===== config.mk =====
export PLATFORM = sky130hd
export DESIGN_NAME = operand_skew_feeder_flat
export DESIGN_NICKNAME = d
export VERILOG_FILES = /design/src/rtl/operand_skew_feeder_if.sv /design/src/rtl/operand_skew_feeder.sv /design/src/flat_wrapper.sv
export SDC_FILE = /design/constraint.sdc
export NUM_CORES = 1
export LEC_CHECK = 0
export BUFFER_PORTS_ARGS = -buffer_cell sky130_fd_sc_hd__buf_2
export CAP_MARGIN = 20
export CORE_MARGIN = 3
export CORE_UTILIZATION = 60
export CTS_CLUSTER_DIAMETER = 120
export DETAILED_ROUTE_END_ITERATION = 10
export PLACE_DENSITY_LB_ADDON = 0.05
export SKIP_CTS_REPAIR_TIMING = 1
export SLEW_MARGIN = 0
export SYNTH_ARGS = -nofsm -noshare
export SYNTH_HDL_FRONTEND = slang
export SYNTH_SLANG_ARGS = --single-unit
export TNS_END_PERCENT = 20

===== constraint.sdc =====
create_clock -name clk -period 6.5 [get_ports clk]
set_input_delay 0.325 -clock clk [delete_from_list [all_inputs] [get_ports clk]]
set_output_delay 0.325 -clock clk [all_outputs]
set_load 0.01 [all_outputs]

===== src/rtl/operand_skew_feeder_if.sv =====
// operand_skew_feeder_if: operand load port plus the skewed edge streams and run handshake
// of operand_skew_feeder.
interface operand_skew_feeder_if #(
    parameter int N = 3,
    parameter int W = 8
);
    logic                 ld_en;
    logic                 ld_sel;
    logic [$clog2(N)-1:0] ld_row;
    logic [$clog2(N)-1:0] ld_col;
    logic [W-1:0]         ld_data;
    logic                 start;
    logic [N*W-1:0]       a_out;
    logic [N*W-1:0]       b_out;
    logic                 acc_clr;
    logic                 stream_valid;
    logic                 busy;
    logic                 done;

    modport master (
        output ld_en, ld_sel, ld_row, ld_col, ld_data, start,
        input  a_out, b_out, acc_clr, stream_valid, busy, done
    );

    modport slave (
        input  ld_en, ld_sel, ld_row, ld_col, ld_data, start,
        output a_out, b_out, acc_clr, stream_valid, busy, done
    );
endinterface


===== src/rtl/operand_skew_feeder.sv =====
// operand_skew_feeder: holds N x N A/B operand matrices and streams them, diagonally skewed,
// into the left/top edges of a systolic MAC array with accumulator clear and done handshake.
module operand_skew_feeder #(
    parameter int N     = 3,
    parameter int W     = 8,
    parameter int HOLD  = 1,
    parameter int FLUSH = 2 * N
) (
    input logic                  clk,
    input logic                  rst,
    operand_skew_feeder_if.slave bus
);
    localparam int LAST = 3 * N - 3;
    localparam int BW   = $clog2(3 * N);
    localparam int CW   = $clog2(HOLD + FLUSH + 1);

    typedef enum logic [1:0] {IDLE, CLEAR, STREAM, FLUSHING} state_t;

    state_t         state, state_nxt;
    logic [BW-1:0]  beat, beat_nxt;
    logic [CW-1:0]  cnt, cnt_nxt;
    logic           done_nxt;
    logic           wr;
    logic [N*W-1:0] a_nxt, b_nxt;
    logic [W-1:0]   a_mem [N][N];
    logic [W-1:0]   b_mem [N][N];

    assign wr = state == IDLE && bus.ld_en && int'(bus.ld_row) < N && int'(bus.ld_col) < N;

    always_ff @(posedge clk or posedge rst)
        if (rst) begin
            for (int i = 0; i < N; i++)
                for (int j = 0; j < N; j++) begin
                    a_mem[i][j] <= '0;
                    b_mem[i][j] <= '0;
                end
        end else if (wr) begin
            if (bus.ld_sel)
                b_mem[bus.ld_row][bus.ld_col] <= bus.ld_data;
            else
                a_mem[bus.ld_row][bus.ld_col] <= bus.ld_data;
        end

    // cnt paces beats while streaming and counts zero-drive clocks while flushing
    always_comb begin
        state_nxt = state;
        beat_nxt  = beat;
        cnt_nxt   = cnt;
        done_nxt  = 1'b0;
        unique case (state)
            IDLE:   state_nxt = bus.start ? CLEAR : IDLE;
            CLEAR:  state_nxt = STREAM;
            STREAM: begin
                cnt_nxt = cnt == CW'(HOLD - 1) ? '0 : cnt + CW'(1);
                if (cnt == CW'(HOLD - 1)) begin
                    state_nxt = beat == BW'(LAST) ? FLUSHING : STREAM;
                    beat_nxt  = beat == BW'(LAST) ? beat : beat + BW'(1);
                end
            end
            FLUSHING: begin
                cnt_nxt = cnt == CW'(FLUSH - 1) ? '0 : cnt + CW'(1);
                if (cnt == CW'(FLUSH - 1)) begin
                    done_nxt  = 1'b1;
                    beat_nxt  = '0;
                    state_nxt = bus.start ? CLEAR : IDLE;
                end
            end
        endcase
    end

    // row i takes A[i][c] and column c takes B[i][c] on beat i+c
    always_comb begin
        a_nxt = '0;
        b_nxt = '0;
        for (int i = 0; i < N; i++)
            for (int c = 0; c < N; c++)
                if (state_nxt == STREAM && int'(beat_nxt) == i + c) begin
                    a_nxt[i*W +: W] = a_mem[i][c];
                    b_nxt[c*W +: W] = b_mem[i][c];
                end
    end

    always_ff @(posedge clk or posedge rst)
        if (rst) begin
            state            <= IDLE;
            beat             <= '0;
            cnt              <= '0;
            bus.a_out        <= '0;
            bus.b_out        <= '0;
            bus.acc_clr      <= 1'b0;
            bus.stream_valid <= 1'b0;
            bus.busy         <= 1'b0;
            bus.done         <= 1'b0;
        end else begin
            state            <= state_nxt;
            beat             <= beat_nxt;
            cnt              <= cnt_nxt;
            bus.a_out        <= a_nxt;
            bus.b_out        <= b_nxt;
            bus.acc_clr      <= state_nxt == CLEAR;
            bus.stream_valid <= state_nxt == STREAM;
            bus.busy         <= state_nxt != IDLE;
            bus.done         <= done_nxt;
        end
endmodule


===== src/flat_wrapper.sv =====
// flat-port wrapper written by rule: the top's interface ports become plain ports
module operand_skew_feeder_flat 
#(
    parameter int N     = 3,
    parameter int W     = 8,
    parameter int HOLD  = 1,
    parameter int FLUSH = 2 * N
)
  (clk, rst, bus_ld_en, bus_ld_sel, bus_ld_row, bus_ld_col, bus_ld_data, bus_start, bus_a_out, bus_b_out, bus_acc_clr, bus_stream_valid, bus_busy, bus_done);
  operand_skew_feeder_if #(.N(N), .W(W)) bus_i ();
  input logic clk;
  input logic rst;
  input wire logic [$bits(bus_i.ld_en)-1:0] bus_ld_en;
  input wire logic [$bits(bus_i.ld_sel)-1:0] bus_ld_sel;
  input wire logic [$bits(bus_i.ld_row)-1:0] bus_ld_row;
  input wire logic [$bits(bus_i.ld_col)-1:0] bus_ld_col;
  input wire logic [$bits(bus_i.ld_data)-1:0] bus_ld_data;
  input wire logic [$bits(bus_i.start)-1:0] bus_start;
  output wire logic [$bits(bus_i.a_out)-1:0] bus_a_out;
  output wire logic [$bits(bus_i.b_out)-1:0] bus_b_out;
  output wire logic [$bits(bus_i.acc_clr)-1:0] bus_acc_clr;
  output wire logic [$bits(bus_i.stream_valid)-1:0] bus_stream_valid;
  output wire logic [$bits(bus_i.busy)-1:0] bus_busy;
  output wire logic [$bits(bus_i.done)-1:0] bus_done;
  assign bus_i.ld_en = bus_ld_en;
  assign bus_i.ld_sel = bus_ld_sel;
  assign bus_i.ld_row = bus_ld_row;
  assign bus_i.ld_col = bus_ld_col;
  assign bus_i.ld_data = bus_ld_data;
  assign bus_i.start = bus_start;
  assign bus_a_out = bus_i.a_out;
  assign bus_b_out = bus_i.b_out;
  assign bus_acc_clr = bus_i.acc_clr;
  assign bus_stream_valid = bus_i.stream_valid;
  assign bus_busy = bus_i.busy;
  assign bus_done = bus_i.done;
  operand_skew_feeder #(.N(N), .W(W), .HOLD(HOLD), .FLUSH(FLUSH)) u_core (.clk(clk), .rst(rst), .bus(bus_i));
endmodule

* Word-level counts from Yosys, hierarchy flattened
Index checks and enable logic that the tools add are counted.
Storage, ports and cells: flip-flop bits (word level) 205, output and inout bits 52
Cells by class: add/sub/neg operators 2, order comparisons 6, equality and inequality tests 11, mux-type cells 38, bitwise logic cells 3, reductions and logical operators 17
Operators by type and width (count):
- 2-to-1 mux 8 bit | 19
- bitwise mux 72 bit | 2
- demux 24 bit (select 2 bit) | 1
- 2-to-1 mux 24 bit | 1
- demux 8 bit (select 2 bit) | 1
- == test 4 x 3 -> 1 bit (second input constant) | 3
- 2-to-1 mux 4 bit | 3
- logical AND 1 bit | 10
- one-hot mux 2 bit (4 select lines) | 1
- one-hot mux 4 bit (2 select lines) | 1
- == test 2 bit (second input constant) | 3
- greater-or-equal comparator 3 bit (second input constant) | 2
- < comparator 3 x 1 -> 1 bit (second input constant) | 2
- 2-to-1 mux 3 bit | 2
- inverter 2 -> 3 bit | 2
- one-hot mux 3 bit (2 select lines) | 1
- adder 4 x 1 -> 4 bit (second input constant) | 1
- == test 2 x 1 -> 1 bit (second input constant) | 2
- == test 4 x 2 -> 1 bit (second input constant) | 1
- == test 4 bit (second input constant) | 1
- logical NOT 4 bit | 1
- < comparator 2 bit (second input constant) | 2
- 2-to-1 mux 1 bit | 4
- 2-to-1 mux 2 bit | 2
- other kinds (7) | 9

* Depth between registers and ports, before layout
depth after elaboration 9, depth in mapped cells 11

* Least setup slack after synthesis
No wires, ideal clock.
path type flip-flop to flip-flop, start point reg u_core.beat[0], end point reg u_core.bus.b_out[19], library setup time 101 ps, arrival time 2259 ps, required time 6399 ps, slack 4140 ps, cell stages (with the launch flop) 12, cell sequence dfrtp_1 clkinv_1 ha_1 and3b_1 o211ai_2 and2_1 buf_6 inv_4 or3_1 buf_6 buf_6 o32ai_1
On the way: longest elaborated chain between the ends 9, elaborated cells on any way between the ends 19, classes of those cells add/sub: 1; eq/ne: 5; mux: 10; reduce/logical: 3
Ends and longest elaborated chain:
- from (decl) | line operand_skew_feeder.sv:20 | logic [BW-1:0] beat, beat_nxt;
- from (signal assigned) | line operand_skew_feeder.sv:96 | beat <= beat_nxt;
- adder 4 x 1 -> 4 bit / == test 4 x 3 -> 1 bit (equally long branches) | line operand_skew_feeder.sv:57, operand_skew_feeder.sv:56
- 2-to-1 mux 4 bit / 2-to-1 mux 1 bit (equally long branches) | line operand_skew_feeder.sv:57, operand_skew_feeder.sv:56
- 2-to-1 mux 4 bit / 2-to-1 mux 2 bit (equally long branches) | line operand_skew_feeder.sv:55 | if (cnt == CW'(HOLD - 1)) begin
- one-hot mux 4 bit (2 select lines) / one-hot mux 2 bit (4 select lines) (equally long branches) | line operand_skew_feeder.sv:50 | unique case (state)
- == test 4 x 3 -> 1 bit / == test 2 bit (equally long branches) | line operand_skew_feeder.sv:77 | if (state_nxt == STREAM && int'(beat_nxt) == i + c) begin
- logical AND 1 bit | line operand_skew_feeder.sv:77
- 2-to-1 mux 8 bit (2 in a row) | line operand_skew_feeder.sv:77
- 2-to-1 mux 8 bit (*) | line operand_skew_feeder.sv:77
- net u_core.b_nxt[19] | line operand_skew_feeder.sv:24 | logic [N*W-1:0] a_nxt, b_nxt;
- to (signal assigned) | line operand_skew_feeder.sv:99 | bus.b_out <= b_nxt;
- to (decl) | line operand_skew_feeder_if.sv:27 | output a_out, b_out, acc_clr, stream_valid, busy, done
The timed path passes the listed nets; every way through them passes the cells marked *. A chain may end at the register's enable or synchronous reset.

* Worst setup path in the final report
start point reg u_core.beat[0], end point reg u_core.bus.b_out[22]
The elaborated chain is that of the path after synthesis.

==> run summary <==
sequential cell area: 0.00513 mm²
TritonCTS Buffers: 22
WS Path Type: register to register
max-cap viol count: 0
final hold viol count: 8
period utilisation layout: 68.3%
CP arrival: 4.85 ns
chip height: 129 µm
Buffers on Ports: 68
most common cell after layout, fill and taps aside: dfrtp_1
outcome: complete, but fails checks
Setup violations, final: 0
core box area: 0.0146 mm²
Layout Nets: 792
Post-Syn Instances: 720
Layout Cells excl Fill: 966
clk sinks: 205
syn nets: 743
CTS HTree Levels: 1
drt wl/cell: 21.6 µm
VDD IR-drop max: 217 µV
most frequent cells in the layout: 205 x dfrtp_1, 153 x mux2_2, 68 x buf_2, 59 x nand2_1, 36 x o21ai_0
DR pass1 iterations: 5
total gr overflow: 0
Syn-to-layout area delta: 12.3%
placed insts: 928
vias per inst: 6.21
first-pass GRT wire length: 33300 µm
synth unique cells: 47
DIE AREA: 0.0166 mm²
CTS max path bufs: 3
relative slew slack: 28.4%
Mapped Avg Cell Area: 12.5 µm²
Fillers: 1032
synth top area cells: dfrtp_1 57%, mux2_2 19%, nand2_1 2.5%, mux2i_1 2.2%, o21ai_0 2.0%
Synth area leader: dfrtp_1
antenna violations before repair: 1
WHS: -0.0155 ns
All-Layer GR Usage: 25.7%
RePlAce Congestion: 0.861
Layout Cell Area excl Fill: 0.0101 mm²
clk slew on worst S/H paths: 0.06 ns
Pwr Density: 373 mW/mm²
Via Count: 6002
# diodes: 0
CTS tree: done
RSZ-0062 raised after global routing: false
post-synthesis sequential area ratio: 56.8%
root buffer cell: clkbuf_16
Post-Route Setup TNS: 0 ns
initial core utilization: 61.7%
Horiz. Die Dim: 129 µm
ANT nets after route: 0
Yosys reg bits: 205
top cell type's share of synthesized area: 56.8%
Util after Layout: 69.3%
Final Skew: 0.00784 ns
Worst Setup End Kind: register
DRC viols: 0
failing checks: hold timing
Synth Cell Area: 0.00903 mm²
I/O Pins: 69
vias in the first global route: 6201
Pleak: 0.00497 µW
std cell rows: 44
Area after DPL: 0.00943 mm²
layout cells sized above 1: 35.8%
Startpoint Class: register
pin count of the biggest net entering global routing: 132
crit-path max FO: 27
HPWL after detailed placement: 12700 µm
Multi-input gate area: 0.00365 mm²
YS warnings: 0
Least-Margin Pin Slew: 1.07 ns
Worst-Skew Late Latency: 0.50 ns
maximum operating frequency: 0.225 GHz
Critical Path RT: 6.91 ns
Total Wirelength: 20800 µm
fin crit period: 4.44 ns
HP Class: input port to async pin
Slew Viols, Final: 0
Initial DRC Count: 493
[area by class of cell]
class | instances | share of cell area [%]
clock buffer | 31 | 6.46
clock inverter | 6 | 0.543
inverter | 12 | 0.543
multi-input combinational | 456 | 36.0
sequential | 205 | 50.6
tap | 184 | 2.27
timing repair buffer | 72 | 3.65
[metal layers]
metal	routed length (µm)	GRT usage, %	up-vias
li1	-	-	2675
met1	9180	35.4	3129
met2	10100	42.1	148
met3	874	4.11	48
met4	693	8.40	2
met5	7	0	-
[through the flow]
step	setup slack, ns	hold WS (ns)	power, µW
after global routing	1.81	0.0842	3970
final	2.06	-0.0155	3780
after detailed placement	2.14	0.487	2570
after CTS	2.09	0.0552	3800
after global placement	2.27	0.482	2530
after floorplan	0.579	0.463	2290
[where the power goes]
group | switching (µW) | leakage (µW) | total, µW | internal (µW)
combinational | 692 | 0.00179 | 1010 | 322
sequential | 123 | 0.00282 | 1550 | 1420
clock | 486 | 0.000357 | 1220 | 737
total | 1300 | 0.00497 | 3780 | 2480
[cell usage after synthesis (all sizes together)]
cell,count
o32ai,9
and3,2
or3,2
a21boi,1
clkbuf,35
o21a,1
nand4,5
nand4bb,1
nand2,59
nor2,9
o211ai,4
nor4,1
nand3b,2
nor3,4
o311ai,1
ha,6
nand3,36
and2,1
mux2,153
nor2b,11
a21o,23
a32oi,1
dfrtp,205
nor4b,1
a211oi,9
o21ai,36
mux2i,20
nor3b,3
inv,11
and4bb,1
clkinv,1
a41oi,1
o22ai,18
a21oi,28
and3b,2
buf,12
nand2b,5
[state kept, by name (all words and copies together) (netlist names)]
register                 cells
u_core.state                 2
u_core.bus.a_out            24
u_core.a_mem                72
u_core.beat                  4
u_core.bus.done              1
u_core.bus.stream_valid      1
u_core.b_mem                72
u_core.bus.b_out            24
u_core.cnt                   3
u_core.bus.busy              1
u_core.bus.acc_clr           1
[kinds of logic after synthesis]
family,after synthesis,synth area share (%)
compound gates,132,9.84
fa+ha+maj,6,0.831
buf+inv,59,2.92
flops,205,56.8
mux,173,21.3
simple gates,145,8.33
[path summary, 6_finish.rpt]
check / start / end / slack (ns) / cells past startpoint
min in group clk: bus_start / u_core.state[0]$_DFF_PP0_ / 0.09 / 3
max in group asynchronous: rst / u_core.bus.acc_clr$_DFF_PP0_ / 5.09 / 3
max reg2reg: u_core.beat[0]$_DFF_PP0_ / u_core.bus.b_out[22]$_DFF_PP0_ / 2.06 / 8
min: rst / u_core.bus.b_out[12]$_DFF_PP0_ / -0.02 / 2
min reg2reg: u_core.a_mem[39]$_DFFE_PP0P_ / u_core.a_mem[39]$_DFFE_PP0P_ / 0.50 / 1
max: u_core.beat[0]$_DFF_PP0_ / u_core.bus.b_out[22]$_DFF_PP0_ / 2.06 / 8
[critical path, cell delays in order, from the launching register on]
cell and delay (ns):
dfrtp_1 0.73, clkinv_1 0.44, ha_1 0.35, and3b_1 0.24, o211ai_2 0.25, and2_1 0.85
inv_4 0.37, or3_1 0.81, o22ai_1 0.29
(Power assumes the default switching activity.)
